## config.mk

```make
export PLATFORM = sky130hd
export DESIGN_NAME = clock_generation
export DESIGN_NICKNAME = d
export VERILOG_FILES = /design/src/rtl/clock_generation.sv
export SDC_FILE = /design/constraint.sdc
export NUM_CORES = 1
export LEC_CHECK = 0
export BUFFER_PORTS_ARGS = -buffer_cell sky130_fd_sc_hd__buf_2
export CORE_ASPECT_RATIO = 1.1
export CORE_MARGIN = 10
export CORE_UTILIZATION = 42
export CTS_CLUSTER_DIAMETER = 80
export DETAILED_ROUTE_END_ITERATION = 6
export HOLD_SLACK_MARGIN = 0.05
export SLEW_MARGIN = 5
export SYNTH_ARGS = -nofsm -noshare
export SYNTH_HDL_FRONTEND = slang
export SYNTH_SLANG_ARGS = --single-unit
```

## constraint.sdc

```tcl
create_clock -name sys_dom_i -period 3.1 [get_ports sys_dom_i]
set_input_delay 0.93 -clock sys_dom_i [delete_from_list [all_inputs] [get_ports sys_dom_i]]
set_output_delay 0.93 -clock sys_dom_i [all_outputs]
set_load 0.1 [all_outputs]
```

## src/rtl/clock_generation.sv

```systemverilog
// Programmable I/O clock generator.
// Produces io_clk from the system clock with a half period of H sys cycles,
// mid-phase and end-of-phase strobes, optional fixed-length bursts and a
// clean stop that always leaves io_clk parked at the configured idle level.

package common_p;
    typedef struct packed {
        logic clk;
        logic rst_n;
    } clk_dom;
endpackage

module clock_generation #(
    parameter int COUNTER_WIDTH = 16,
    parameter int BURST_WIDTH   = 8
) (
    input  common_p::clk_dom          sys_dom_i,
    input  logic                      clock_enable_i,
    input  logic                      idle_level_i,
    input  logic [COUNTER_WIDTH-1:0]  half_rate_target_i,
    input  logic [COUNTER_WIDTH-1:0]  quarter_rate_target_i,
    input  logic [BURST_WIDTH-1:0]    burst_len_i,
    output logic                      io_clk_o,
    output logic                      half_rate_elapsed_o,
    output logic                      quarter_rate_elapsed_o,
    output logic                      clock_active_o,
    output logic                      burst_done_o
);

    typedef enum logic [1:0] {
        IDLE     = 2'd0,
        RUNNING  = 2'd1,
        STOPPING = 2'd2
    } state_e;

    logic clk;
    logic rst_n;

    assign clk   = sys_dom_i.clk;
    assign rst_n = sys_dom_i.rst_n;

    state_e                   state_q,   state_d;
    logic [COUNTER_WIDTH-1:0] cnt_q,     cnt_d;
    logic [COUNTER_WIDTH-1:0] h_q,       h_d;
    logic [COUNTER_WIDTH-1:0] q_q,       q_d;
    logic                     q_valid_q, q_valid_d;
    logic                     idle_q,    idle_d;
    logic [BURST_WIDTH-1:0]   burst_q,   burst_d;
    logic [BURST_WIDTH-1:0]   edges_q,   edges_d;
    logic                     lock_q,    lock_d;
    logic                     io_clk_q,  io_clk_d;
    logic                     half_q,    half_d;
    logic                     quarter_q, quarter_d;
    logic                     active_q,  active_d;
    logic                     done_q,    done_d;

    logic                     phase_end;
    logic [COUNTER_WIDTH-1:0] h_clamped;

    assign phase_end = (cnt_q == h_q);
    assign h_clamped = (half_rate_target_i < COUNTER_WIDTH'(2)) ? COUNTER_WIDTH'(2)
                                                                 : half_rate_target_i;

    // Next-state logic: phase counting, io_clk toggling, burst accounting and
    // the strobe outputs, which are computed for the cycle about to begin.
    always_comb begin
        state_d   = state_q;
        cnt_d     = cnt_q;
        h_d       = h_q;
        q_d       = q_q;
        q_valid_d = q_valid_q;
        idle_d    = idle_q;
        burst_d   = burst_q;
        edges_d   = edges_q;
        lock_d    = lock_q;
        io_clk_d  = io_clk_q;
        done_d    = 1'b0;

        case (state_q)
            IDLE: begin
                cnt_d    = '0;
                io_clk_d = idle_level_i;
                if (!clock_enable_i) begin
                    lock_d = 1'b0;
                end
                if (clock_enable_i && !lock_q) begin
                    state_d   = RUNNING;
                    cnt_d     = COUNTER_WIDTH'(1);
                    h_d       = h_clamped;
                    q_d       = quarter_rate_target_i;
                    q_valid_d = (quarter_rate_target_i != '0) &&
                                (quarter_rate_target_i < h_clamped);
                    idle_d    = idle_level_i;
                    burst_d   = burst_len_i;
                    edges_d   = '0;
                end
            end
            RUNNING: begin
                if (phase_end) begin
                    cnt_d    = COUNTER_WIDTH'(1);
                    io_clk_d = ~io_clk_q;
                    if (!io_clk_q) begin
                        edges_d = edges_q + BURST_WIDTH'(1);
                        if ((burst_q != '0) && (edges_d == burst_q)) begin
                            state_d = STOPPING;
                            lock_d  = 1'b1;
                        end
                    end
                end else begin
                    cnt_d = cnt_q + COUNTER_WIDTH'(1);
                end
                if (!clock_enable_i) begin
                    state_d = STOPPING;
                end
            end
            STOPPING: begin
                if (phase_end) begin
                    state_d = IDLE;
                    cnt_d   = '0;
                    done_d  = lock_q;
                    if (io_clk_q != idle_q) begin
                        io_clk_d = idle_q;
                    end
                end else begin
                    cnt_d = cnt_q + COUNTER_WIDTH'(1);
                    if (clock_enable_i && !lock_q) begin
                        state_d = RUNNING;
                    end
                end
            end
            default: begin
                state_d = IDLE;
                cnt_d   = '0;
            end
        endcase

        active_d  = (state_d != IDLE);
        half_d    = active_d && (cnt_d == h_d) &&
                    !((state_d == STOPPING) && (io_clk_d == idle_d));
        quarter_d = active_d && q_valid_d && (cnt_d == q_d);
    end

    // State and output registers; reset parks everything low and in IDLE.
    always_ff @(posedge clk or negedge rst_n) begin
        if (!rst_n) begin
            state_q   <= IDLE;
            cnt_q     <= '0;
            h_q       <= '0;
            q_q       <= '0;
            q_valid_q <= 1'b0;
            idle_q    <= 1'b0;
            burst_q   <= '0;
            edges_q   <= '0;
            lock_q    <= 1'b0;
            io_clk_q  <= 1'b0;
            half_q    <= 1'b0;
            quarter_q <= 1'b0;
            active_q  <= 1'b0;
            done_q    <= 1'b0;
        end else begin
            state_q   <= state_d;
            cnt_q     <= cnt_d;
            h_q       <= h_d;
            q_q       <= q_d;
            q_valid_q <= q_valid_d;
            idle_q    <= idle_d;
            burst_q   <= burst_d;
            edges_q   <= edges_d;
            lock_q    <= lock_d;
            io_clk_q  <= io_clk_d;
            half_q    <= half_d;
            quarter_q <= quarter_d;
            active_q  <= active_d;
            done_q    <= done_d;
        end
    end

    assign io_clk_o               = io_clk_q;
    assign half_rate_elapsed_o    = half_q;
    assign quarter_rate_elapsed_o = quarter_q;
    assign clock_active_o         = active_q;
    assign burst_done_o           = done_q;

endmodule

```

==> metrics <==
outcome finished, violations left; violated checks hold timing; clock power share 42.3%; RSZ-0062 raised after global routing no; TritonCTS clock tree built; # rows 39; CTS resizes 0; Mapped Area 4572 sq um; min-delay worst type clock port to async pin; clock period minus worst slack 2.867 ns; pre-CTS setup slack -0.05707 ns; Worst-Margin Slew 0.7370 ns; Starting Density 43.58%; period utilisation layout 92.47%; NetSw 2480 uW; top-count cell post-synth nand2_1; Seq cells post-synth 74; n_diodes 0; Via density 5.387; switching part of the total 42.95%; Largest stage delay, worst path 0.65 ns; synth cell count leaders nand2_1 (98), dfrtp_1 (74), xnor2_1 (49); Synth Area in Simple Gates 23.70%; Max Clk Rate 0.3488 GHz; Slew HR 50.52%; worst-path fanout max 33; Synth Area per Inst 9.071 sq um; CP cell instances buf_2, or4b_2, buf_12, a21oi_1, xnor2_1, a31oi_1, o32ai_1, nand4_1, a2111oi_2; fraction of layout cells with a size suffix above 1 20.31%; crit path kind input port to flip-flop; Arrival @ worst endpoint 3.09 ns; first-pass GRT wire length 20.73 mm; combinational share of power 33.3%; Lkg Pwr 0.002640 uW; core area 10490 sq um; clock latency on the worst-skew pair 0.34 ns; Hold WS -0.3256 ns; largest cells by area after synthesis dfrtp_1 (41%), xnor2_1 (9.4%), nand2_1 (8.0%), ha_1 (4.7%), xor2_1 (3.4%); Worst IR Drop VDD 463.1 uV; PwrDens 1019 nW/um^2; Post-Synth XOR/XNOR Area 13.68%; DRT Pass-1 Iters 5; setup TNS 0 ns; area fraction in compound gates after synthesis 10.62%; DR WL/cell 17.42 um; Total Wirelength 12.61 mm; gr ovfl total 0; Setup WS post-layout 0.2334 ns; Yosys cell types 65; largest net degree at the start of global routing 34; initial antenna violation count 0; critical path's top delay family simple AND/OR/NAND/NOR gates; max_cap viols 0; largest family of logic cells by synthesized area simple AND/OR/NAND/NOR gates; Synth area leader dfrtp_1; WP data required 3.32 ns; Synth Warn # 0; Layout area overhead 23.89%; IO Pins 49; clk slew on worst S/H paths 0.07 ns; Async S/R FF share, synth 100.0%; post-route antenna net violation count 0; Post-synth EDFFs 0; Seq/Total Area, Yosys 40.50%; post-DP HPWL 9.373 mm; remaining routing DRC violations 0; Nets 630; Iter 0 DRT Violations 254; slowest cell on the critical path or4b_2; Synth Flop Type dfrtp_1; vias in the first global route 4300; die area 15460 sq um; Post-Syn Nets 565; Die H 129.4 um; Cells after Synth 504; post-synthesis mux area share 1.341%; gp weighted congestion 0.8473; kind of end point of the critical path flip-flop; Die W 119.5 um; Post-CTS Setup Bufs 0; # port buffers 47; startpoint types input port; hold_buf cts 0; via count 3900; Int Pwr 3294 uW; Worst Skew 0.006815 ns; Synth top area share 40.50%; total track usage 17.20%; adder-cell share of the synthesized area 4.871%; final-report hold violation count 74; number of buffers and inverters on the critical path 2; Final Setup Violations 0; Slew Limit Fails 0; Seq pwr share 24.4%
[state kept, by name, indices dropped and copies added (netlist names), 2 cells and up]
signal   flops
h_q         16
cnt_q       16
state_q      2
q_q         16
edges_q      8
burst_q      8
[cell type report]
type                       instances  area, sq um
fill                             968         4827
multi-input combinational        380         2479
sequential                        74         1852
clock buffer                      18        450.4
timing repair buffer              64        375.4
clock inverter                    14        212.7
tap                              143        178.9
inverter                          31        116.4
[per-layer routing]
| layer | track usage (%) | vias up | routed length, um |
|---|---|---|---|
| met2 | 26.78 | 104 | 6194 |
| met5 | 0 | - | 0 |
| met3 | 8.818 | 32 | 675 |
| met1 | 17.65 | 1874 | 5332 |
| met4 | 12.57 | 0 | 407 |
| li1 | - | 1890 | - |
[per-stage QoR]
step	hold WS, ns	instance area, sq um	utilization, %	total power (uW)	std cells
floorplan	-0.2956	4572	-	2853	504
global placement	-0.2956	5001	47.67	3281	692
detailed placement	-0.2956	5001	47.67	3321	692
CTS	-0.3225	5664	53.99	5853	724
global route	-0.3268	5664	53.99	6189	724
finish	-0.3256	5664	53.99	5774	724
[power groups by stage]
stage,Clock (uW),Combinational [uW],Sequential [uW]
floorplan,0,1440,1410
global placement,0,1850,1430
detailed placement,0,1890,1430
CTS,2530,1920,1410
global route,2650,2100,1430
finish,2440,1920,1410
[cells by family (layout without fill, tap and decap cells)]
family,after synthesis,after routing
AOI/OAI and AO/OA,69,69
xor gates and xnor gates,69,69
buffers and inverters,50,127
DFF,74,74
and+or+nand+nor,218,218
adders and majority gates,18,18
muxes,6,6
[path summary, 6_finish.rpt]
path / from / end / slack, ns / cells after the start
min in group sys_dom_i: q_q[12]$_DFF_PN0_ / q_q[12]$_DFF_PN0_ / 0.50 / 2
setup reg to reg: cnt_q[0]$_DFF_PN0_ / half_rate_elapsed_o$_DFF_PN0_ / 0.24 / 9
hold reg to reg: q_q[12]$_DFF_PN0_ / q_q[12]$_DFF_PN0_ / 0.50 / 2
hold / removal: sys_dom_i[0] / edges_q[7]$_DFFE_PN0P_ / -0.33 / 2
setup / recovery: clock_enable_i / half_rate_elapsed_o$_DFF_PN0_ / 0.23 / 9
max in group asynchronous: sys_dom_i[0] / h_q[10]$_DFF_PN0_ / 3.31 / 2
[layout by cell type (no fill, tap or decap), types with 5 or more instances in the layout]
master,count
a21o_1,5
a21oi_1,14
a31oi_1,5
buf_2,47
buf_4,16
clkbuf_16,18
dfrtp_1,74
ha_1,17
inv_1,31
inv_6,5
mux2i_1,5
nand2_1,98
nand3_1,12
nand4_1,17
nor2_1,26
nor3_1,20
nor4_1,19
o21ai_0,17
xnor2_1,49
xor2_1,18
(Power assumes the default switching activity.)
